**src/rtl/uart_core.sv**
```systemverilog
// Full-duplex UART: valid/ready transmitter and mid-bit-sampling receiver on one clock.
// Optional parity bit is enabled by defining UART_PARITY_EN.
module uart_core #(
    parameter int CLKS_PER_BIT = 16,
    parameter int DATA_BITS    = 8,
    parameter int STOP_BITS    = 1,
    parameter int PARITY_ODD   = 0
) (
    input  logic                 clk,
    input  logic                 rst,
    input  logic                 rx_i,
    output logic                 tx_o,
    input  logic [DATA_BITS-1:0] tx_data,
    input  logic                 tx_valid,
    output logic                 tx_ready,
    output logic [DATA_BITS-1:0] rx_data,
    output logic                 rx_valid,
    output logic                 rx_frame_err,
    output logic                 rx_parity_err
);

    localparam int CNT_W = $clog2(CLKS_PER_BIT);
    localparam int IDX_W = $clog2(DATA_BITS + 1);
    localparam logic [CNT_W-1:0] CNT_LAST  = CNT_W'(CLKS_PER_BIT - 1);
    localparam logic [CNT_W-1:0] CNT_HALF  = CNT_W'(CLKS_PER_BIT / 2 - 1);
    localparam logic [IDX_W-1:0] IDX_LAST  = IDX_W'(DATA_BITS - 1);
    localparam logic [IDX_W-1:0] STOP_LAST = IDX_W'(STOP_BITS - 1);

    // Handshake: a word transfers on a rising edge where tx_valid && tx_ready;
    // tx_ready stays low for the whole frame and tx_valid is ignored meanwhile.
    typedef enum logic [2:0] {
        ST_IDLE,
        ST_START,
        ST_DATA,
`ifdef UART_PARITY_EN
        ST_PARITY,
`endif
        ST_STOP
    } state_t;

`ifdef UART_PARITY_EN
    localparam logic ODD = PARITY_ODD[0];
`else
    logic unused_parity_odd;
    assign unused_parity_odd = PARITY_ODD[0];
`endif

    // ---------------- transmitter ----------------
    state_t                 tx_state;
    logic [CNT_W-1:0]       tx_cnt;
    logic [IDX_W-1:0]       tx_idx;
    logic [DATA_BITS-1:0]   tx_shift;
`ifdef UART_PARITY_EN
    logic                   tx_par;
`endif

    always_ff @(posedge clk or posedge rst) begin
        if (rst) begin
            tx_state <= ST_IDLE;
            tx_o     <= 1'b1;
            tx_ready <= 1'b1;
            tx_cnt   <= '0;
            tx_idx   <= '0;
            tx_shift <= '0;
`ifdef UART_PARITY_EN
            tx_par   <= 1'b0;
`endif
        end else begin
            case (tx_state)
                ST_IDLE: begin
                    if (tx_valid) begin
                        tx_state <= ST_START;
                        tx_o     <= 1'b0;
                        tx_ready <= 1'b0;
                        tx_cnt   <= '0;
                        tx_shift <= tx_data;
`ifdef UART_PARITY_EN
                        tx_par   <= (^tx_data) ^ ODD;
`endif
                    end
                end
                ST_START: begin
                    if (tx_cnt == CNT_LAST) begin
                        tx_state <= ST_DATA;
                        tx_cnt   <= '0;
                        tx_idx   <= '0;
                        tx_o     <= tx_shift[0];
                        tx_shift <= tx_shift >> 1;
                    end else begin
                        tx_cnt <= tx_cnt + 1'b1;
                    end
                end
                ST_DATA: begin
                    if (tx_cnt == CNT_LAST) begin
                        tx_cnt <= '0;
                        if (tx_idx == IDX_LAST) begin
`ifdef UART_PARITY_EN
                            tx_state <= ST_PARITY;
                            tx_o     <= tx_par;
`else
                            tx_state <= ST_STOP;
                            tx_o     <= 1'b1;
                            tx_idx   <= '0;
`endif
                        end else begin
                            tx_idx   <= tx_idx + 1'b1;
                            tx_o     <= tx_shift[0];
                            tx_shift <= tx_shift >> 1;
                        end
                    end else begin
                        tx_cnt <= tx_cnt + 1'b1;
                    end
                end
`ifdef UART_PARITY_EN
                ST_PARITY: begin
                    if (tx_cnt == CNT_LAST) begin
                        tx_state <= ST_STOP;
                        tx_cnt   <= '0;
                        tx_idx   <= '0;
                        tx_o     <= 1'b1;
                    end else begin
                        tx_cnt <= tx_cnt + 1'b1;
                    end
                end
`endif
                ST_STOP: begin
                    // tx_idx counts stop bits here so the bit counter never wraps mid-bit
                    if (tx_cnt == CNT_LAST) begin
                        tx_cnt <= '0;
                        if (tx_idx == STOP_LAST) begin
                            tx_state <= ST_IDLE;
                            tx_ready <= 1'b1;
                        end else begin
                            tx_idx <= tx_idx + 1'b1;
                        end
                    end else begin
                        tx_cnt <= tx_cnt + 1'b1;
                    end
                end
                default: begin
                    tx_state <= ST_IDLE;
                    tx_o     <= 1'b1;
                    tx_ready <= 1'b1;
                end
            endcase
        end
    end

    // ---------------- receiver ----------------
    logic rx_meta;
    logic rxs;

    always_ff @(posedge clk or posedge rst) begin
        if (rst) begin
            rx_meta <= 1'b1;
            rxs     <= 1'b1;
        end else begin
            rx_meta <= rx_i;
            rxs     <= rx_meta;
        end
    end

    state_t                 rx_state;
    logic [CNT_W-1:0]       rx_cnt;
    logic [IDX_W-1:0]       rx_idx;
    logic [DATA_BITS-1:0]   rx_shift;
`ifdef UART_PARITY_EN
    logic                   rx_par_bad;
`else
    assign rx_parity_err = 1'b0;
`endif

    always_ff @(posedge clk or posedge rst) begin
        if (rst) begin
            rx_state     <= ST_IDLE;
            rx_cnt       <= '0;
            rx_idx       <= '0;
            rx_shift     <= '0;
            rx_data      <= '0;
            rx_valid     <= 1'b0;
            rx_frame_err <= 1'b0;
`ifdef UART_PARITY_EN
            rx_par_bad    <= 1'b0;
            rx_parity_err <= 1'b0;
`endif
        end else begin
            rx_valid <= 1'b0;
            case (rx_state)
                ST_IDLE: begin
                    if (!rxs) begin
                        rx_state <= ST_START;
                        rx_cnt   <= '0;
                    end
                end
                ST_START: begin
                    // Half-bit check rejects short low glitches on the line
                    if (rx_cnt == CNT_HALF) begin
                        rx_cnt <= '0;
                        rx_idx <= '0;
                        rx_state <= rxs ? ST_IDLE : ST_DATA;
                    end else begin
                        rx_cnt <= rx_cnt + 1'b1;
                    end
                end
                ST_DATA: begin
                    if (rx_cnt == CNT_LAST) begin
                        rx_cnt   <= '0;
                        rx_shift <= {rxs, rx_shift[DATA_BITS-1:1]};
                        if (rx_idx == IDX_LAST) begin
`ifdef UART_PARITY_EN
                            rx_state <= ST_PARITY;
`else
                            rx_state <= ST_STOP;
`endif
                        end else begin
                            rx_idx <= rx_idx + 1'b1;
                        end
                    end else begin
                        rx_cnt <= rx_cnt + 1'b1;
                    end
                end
`ifdef UART_PARITY_EN
                ST_PARITY: begin
                    if (rx_cnt == CNT_LAST) begin
                        rx_cnt     <= '0;
                        rx_par_bad <= rxs != ((^rx_shift) ^ ODD);
                        rx_state   <= ST_STOP;
                    end else begin
                        rx_cnt <= rx_cnt + 1'b1;
                    end
                end
`endif
                ST_STOP: begin
                    // Only the first stop bit is checked; returning to IDLE here
                    // lets a following start bit be caught without a gap.
                    if (rx_cnt == CNT_LAST) begin
                        rx_cnt       <= '0;
                        rx_state     <= ST_IDLE;
                        rx_data      <= rx_shift;
                        rx_frame_err <= ~rxs;
                        rx_valid     <= 1'b1;
`ifdef UART_PARITY_EN
                        rx_parity_err <= rx_par_bad;
`endif
                    end else begin
                        rx_cnt <= rx_cnt + 1'b1;
                    end
                end
                default: begin
                    rx_state <= ST_IDLE;
                end
            endcase
        end
    end

endmodule
```
**config.mk**
```make
export PLATFORM = sky130hd
export DESIGN_NAME = uart_core
export DESIGN_NICKNAME = d
export VERILOG_FILES = /design/src/rtl/uart_core.sv
export SDC_FILE = /design/constraint.sdc
export NUM_CORES = 1
export LEC_CHECK = 0
export ABC_AREA = 1
export CORE_MARGIN = 2
export CORE_UTILIZATION = 55
export DETAILED_ROUTE_END_ITERATION = 8
export PLACE_DENSITY = 0.81
export SLEW_MARGIN = 20
export SYNTH_ARGS = -nofsm -noshare
export SYNTH_HDL_FRONTEND = slang
export SYNTH_SLANG_ARGS = --single-unit
```
**constraint.sdc**
```tcl
create_clock -name clk -period 4.3 [get_ports clk]
set_input_delay 0.86 -clock clk [delete_from_list [all_inputs] [get_ports clk]]
set_output_delay 0.86 -clock clk [all_outputs]
set_load 0.01 [all_outputs]
```
==> results by group, run 1 <==
Timing
  – Rel. slew slack: 44.9%
  – Final hold viol count: 0
  – Fmax: approximately 450 MHz
  – Fin crit period: between 2000 and 2500 ps
  – Layout Skew: 5.26 ps
  – Final period utilization: 52.0%
  – Max Slew Vio Count: 0
  – Hold Slack: 364 ps
  – Slew @ Worst Pin: 825 ps
  – Setup TNS: 0 ps
  – RSZ-0062 raised after global routing: false
  – Endpoints failing setup: 0

Synthesis
  – Post-synthesis sequential area ratio: 50.4%
  – Syn_area_per_cell: 8.42 sq um
  – Synth Warn #: 0
  – Synth top area share: 46.2%
  – Distinct cells, synth: 27
  – Cells after Synth: 296
  – Post-synthesis net count: 317
  – Post-Syn Area: 0.00249 sq mm
  – Synth Register Bits: 50
  – Synth area leaders: dfrtp_1 46%, nand2_1 12%, o21ai_0 5.0%
  – Dominant cell type by area after synthesis: dfrtp_1

Detailed routing
  – DRT Wirelength: 4530 um
  – 1st-pass router iterations: 4
  – Antenna-violating nets left: 0
  – Via Count: 1,978
  – DRC Markers: 0
  – Routed WL per cell: 12.1 um
  – Vias/cell: approximately 5.3
  – DR iter-0 viols: ~130

Finish
  – Share of cells above drive strength 1: 9.03%
  – Final core area utilization: 65.4%
  – Finished Layout Cells: about 370
  – Commonest non-fill, non-tap cell in the layout: nand2_1
  – Most frequent cells in the layout: 82 x nand2_1, 46 x dfrtp_1, 29 x inv_1
  – Fin area: ~0.0028 sq mm
  – Nets: 341
  – FILL cells: 402
  – Antenna cells: 0
  – Layout area overhead: 14.1%

Critical path
  – R2R depth: 9
  – Crit end category: primary output
  – CP arrival: 1380 ps
  – CP bufs+invs: 1
  – CP Class: reg2out
  – Slowest CP cell: dfstp_2
  – CP top delay family: flip-flops
  – CP Depth: 1
  – Max FO, Critical Path: 2
  – Startpoint class of the critical path: flip-flop
  – Slowest stage delay, CP: 550 ps
  – Worst path cell trace: clkdlybuf4s50_1
  – CP required: 3440 ps

Power
  – Sequential power share: approximately 40%
  – Comb power frac: 43.3%
  – Part of the power in the clock network: between 10% and 20%
  – Leak: around 1.4 nW
  – Worst IR Drop VDD: 0.462 mV
  – Switching fraction of total power: 42.0%
  – Switch Pwr: 0.000782 W
  – Pwr dens: 654 mW/mm^2
  – Int Pwr: 0.00108 W

Place
  – IO Port Bufs: 23
  – DP HPWL: 3220 um
  – Placed Area: 0.00274 sq mm
  – Routability cong.: 0.835
  – Placed cells: 365

Clocking
  – Clk buf depth: 2
  – Hold buffer count at CTS: 0
  – Setup bufs post-CTS: 0
  – # resized after CTS: 0
  – Root Driver: clkbuf_8
  – Clk Latency, worst-skew pair: 300 ps
  – Clock Sinks: 50
  – CTS tree: done
  – Max H-tree Level: 2
  – CTS clk-pin slew, worst paths: 90 ps
  – TritonCTS Buffers: 5

Global routing
  – First-pass GRT wire length: 8140 um
  – Global route overflow: 0
  – Vias in the first global route: around 1.9k
  – Largest net degree at the start of global routing: 51
  – Antenna violations before repair: 0
  – Tot GR Track Use: about a fifth

Floorplanning
  – Initial Util: 57.3%
  – FP Rows: 24
  – Total die area: 0.00509 sq mm
  – Top Ports: 25
  – Die Y: ~71 um
  – Die span in x: 71.3 um
  – Core area: 0.00435 sq mm

Worst hold path
  – Hold depth: 0
  – Type of the most critical hold path: reg2reg

Run status
  – Status: completed

Flow run
  – Max-capacitance violation count: 0
==> per-stage QoR <==
stage	worst slack (ps)	total power (W)
floorplan	2250	0.00135
global placement	2120	0.00149
detailed placement	2080	0.00153
CTS	2050	0.00187
global route	2020	0.00203
finish	2060	0.00186
==> registers in the layout, indices dropped and copies added, names as in the netlist, 2 cells and up <==
register and flops:
tx_cnt 4, rx_state 2, rx_idx 4, rx_data 8, tx_state 2, rx_shift 8
tx_idx 4, tx_shift 8, rx_cnt 4
==> routing by layer <==
metal / global-route usage [%] / wire, um
met2: 33.8 / 2270
met4: 7.76 / 68
met3: 4.92 / 207
met1: 25.2 / 1990
met5: 0 / 0
==> synthesized netlist by cell type <==
cell type and number:
dfrtp_1 46, o21ai_2 2, nand3_2 1, nand2_1 82
xnor2_1 2, nand4_1 3, inv_1 30, dfstp_2 4
nor2_2 2, nor2_4 5, nand3_1 20, nor2_1 22
inv_2 5, xor2_1 3, nand2_2 1, buf_4 2
o21bai_1 2, buf_6 3, o21ai_0 25, ha_1 9
a22o_1 1, a21oi_1 15, o31ai_1 2, nand2_4 1
o21ai_1 6, conb_1 1, buf_2 1
==> layout make-up <==
| class | count | area [sq um] | area share, % |
|---|---|---|---|
| inverter | 35 | 133 | 4.66 |
| clock buffer | 6 | 72.6 | 2.55 |
| tap | 52 | 65.1 | 2.29 |
| clock inverter | 2 | 37.5 | 1.32 |
| timing repair buffer | 23 | 230 | 8.09 |
| sequential | 50 | 1260 | 44.1 |
| multi-input combinational | 205 | 1050 | 37.0 |
==> power groups by stage <==
stage | clock network [W] | registers, W | logic, W
3_3_place_gp | 0 | 0.000725 | 0.000767
4_1_cts | 0.000339 | 0.000726 | 0.000808
6_report | 0.000329 | 0.000727 | 0.000805
2_1_floorplan | 0 | 0.000710 | 0.000642
5_1_grt | 0.000360 | 0.000745 | 0.000926
3_5_place_dp | 0 | 0.000733 | 0.000797
==> worst paths after layout <==
kind                             startpoint      endpoint  slack [ps]
worst max-delay path                   tx_o          tx_o        2060
worst min-delay path                rx_meta           rxs         360
worst max register to register  tx_state[0]   tx_shift[1]        2590
worst min register to register      rx_meta           rxs         360
max in group asynchronous               rst  rx_frame_err        2800
min in group asynchronous               rst     rx_idx[3]        1010
==> cells by family (layout without fill, tap and decap cells) <==
group / Yosys count / after routing / synth area share (%)
other cells: 1 / 1 / 0.150
compound gates: 53 / 53 / 11.5
flops: 50 / 50 / 50.4
simple gates: 137 / 137 / 24.3
buf+inv: 41 / 66 / 7.43
fa+ha+maj: 9 / 9 / 4.52
xor+xnor: 5 / 5 / 1.76
Power figures use the tool's default switching activity.
==> run 2, diff against run 1 <==
==> constraint.sdc (replaced) <==
create_clock -name clk -period 2.3 [get_ports clk]
set_input_delay 0.46 -clock clk [delete_from_list [all_inputs] [get_ports clk]]
set_output_delay 0.46 -clock clk [all_outputs]
set_load 0.01 [all_outputs]
==> run 2 against run 1 <==
  * Critical path depth is the same
  * Utilization hardly changed
  * Global-route usage down 1.9 points
  * Critical endpoint is now tx_ready
==> results by group, run 2 (synthesis gave the netlist of run 1 again) <==
Timing
  – Layout Skew: 7.92 ps (+2.65 ps)
  – Final period utilization: 79.8%
  – RSZ-0062 raised after global routing: false
  – Final setup margin: 465 ps (-1600 ps)
  – Setup TNS: 0 ps (unchanged)
  – Fmax: around 550 MHz
  – Fin crit period: 1830 ps
  – Max Slew Vio Count: 0 (unchanged)
  – Endpoints failing setup: 0 (unchanged)
  – Final hold viol count: 0 (unchanged)

Critical path
  – CP required: 1840 ps (-1600 ps)
  – CP Class: reg2out
  – Slowest stage delay, CP: 550 ps (about the same)
  – CP bufs+invs: 1 (unchanged)
  – Max FO, Critical Path: 2 (unchanged)
  – Slowest CP cell: dfstp_2
  – CP arrival: 1370 ps (about the same)
  – Startpoint class of the critical path: flip-flop
  – Crit end category: primary output
  – CP top delay family: flip-flops
  – Worst path cell trace: clkdlybuf4s50_1

Finish
  – Layout area overhead: 14.1% (about the same)
  – Share of cells above drive strength 1: 9.32% (+0.28 points)
  – FILL cells: 360 (-10%)
  – Reg area: 0.00126 sq mm (unchanged)
  – Commonest non-fill, non-tap cell in the layout: nand2_1
  – Multi-input gate area: 0.00105 sq mm (unchanged)
  – Final core area utilization: 65.3% (about the same)
  – Fin area: 0.00285 sq mm (about the same)
  – Largest regs: rx_data (8), rx_shift (8), tx_shift (8)
  – Antenna cells: 0 (unchanged)
  – Most frequent cells in the layout: 82 x nand2_1, 46 x dfrtp_1, 29 x inv_1
  – Nets: 342 (+0.29%)

Clocking
  – Setup bufs post-CTS: 0 (unchanged)
  – Hold buffer count at CTS: 0 (unchanged)
  – Root Driver: clkbuf_8
  – Clk Latency, worst-skew pair: 300 ps (about the same)
  – CTS tree: done
  – Max H-tree Level: 2 (unchanged)
  – TritonCTS Buffers: 5 (unchanged)
  – Clock Sinks: 50 (unchanged)
  – CTS clk-pin slew, worst paths: 90 ps (about the same)
  – Clk buf depth: 2 (unchanged)
  – # resized after CTS: 0 (unchanged)

Floorplanning
  – Top Ports: 25 (unchanged)
  – FP Rows: 24 (unchanged)
  – Initial Util: 57.3% (unchanged)
  – Core area: 0.00435 sq mm (unchanged)
  – Die Y: 71.3 um (unchanged)
  – Total die area: 0.00509 sq mm (unchanged)
  – Die span in x: 71.3 um (unchanged)

Detailed routing
  – Antenna-violating nets left: 0 (unchanged)
  – Vias/cell: 5.22 (-1.5%)
  – Routed WL per cell: 11.4 um (-5.8%)
  – Via Count: 1,954 (-1.2%)
  – DR iter-0 viols: 120 (-4.8%)
  – DRT Wirelength: 4280 um (-5.5%)
  – 1st-pass router iterations: 4 (unchanged)
  – DRC Markers: 0 (unchanged)

Worst hold path
  – Type of the most critical hold path: reg2reg

Global routing
  – First-pass GRT wire length: 7530 um (-7.6%)
  – Vias in the first global route: 1,806 (-6.2%)
  – Largest net degree at the start of global routing: 51 (unchanged)
  – Tot GR Track Use: 18.2% (-1.9 points)
  – Antenna violations before repair: 0 (unchanged)
  – Global route overflow: 0 (unchanged)

Place
  – DP HPWL: 3100 um (-3.5%)
  – Routability cong.: 0.813 (-2.6%)
  – IO Port Bufs: 23 (unchanged)
  – Pre-CTS setup slack: 496 ps (-1580 ps)
  – Placed Area: 0.00276 sq mm (+0.73%)

Power
  – Pwr dens: 1180 mW/mm^2 (+81%)
  – Worst IR Drop VDD: 0.868 mV (+88%)
  – Pwr Total: 0.00336 W (+81%)
  – Leak: 1.41 nW (+0.29%)

Flow run
  – Max-capacitance violation count: 0 (unchanged)

Run status
  – Status: completed
-- run 2: changes by cell type in the layout (fill, tap and decap cells not counted) --
cell / delta
inv_6: +1
clkinvlp_4: -1
inv_2: +1
bufinv_16: -1
clkinv_4: +1
clkinv_2: -1
buf_12: +1
-- run 2: worst paths after layout --
kind,start,end,slack [ps],cells after the start
min in group asynchronous,rst,tx_shift[4],500,3
worst max register to register,tx_state[1],tx_idx[2],570,8
worst min register to register,rx_meta,rxs,360,0
worst min-delay path,rx_meta,rxs,360,0
worst max-delay path,tx_ready,tx_ready,470,1
max in group asynchronous,rst,tx_o,1510,3
-- run 2: cell type report --
| type | instances | area share (%) |
|---|---|---|
| Sequential cell | 50 | 44.2 |
| Multi-Input combinational cell | 205 | 37.0 |
| Timing Repair Buffer | 24 | 8.80 |
| Tap cell | 52 | 2.29 |
| Clock inverter | 2 | 0.616 |
| Clock buffer | 6 | 2.55 |
| Inverter | 35 | 4.62 |
-- run 2: power breakdown --
part	leakage (nW)	switching (W)	internal, W
Combinational	0.712	0.000957	0.000546
Sequential	0.650	0.000201	0.00115
Clock	0.0458	0.000291	0.000221
-- run 2: routing by layer --
layer	GRT usage [%]	vias up	part of all wire [%]
li1	-	996	-
met3	3.94	5	4.3
met5	0	-	0
met1	22.9	917	47
met4	5.66	0	1.3
met2	31.5	36	48
-- run 2: per-stage QoR --
stage               hold WS [ps]  cells
floorplan                    345    296
global placement             346    366
detailed placement           348    366
CTS                          362    374
global route                 370    374
finish                       361    374
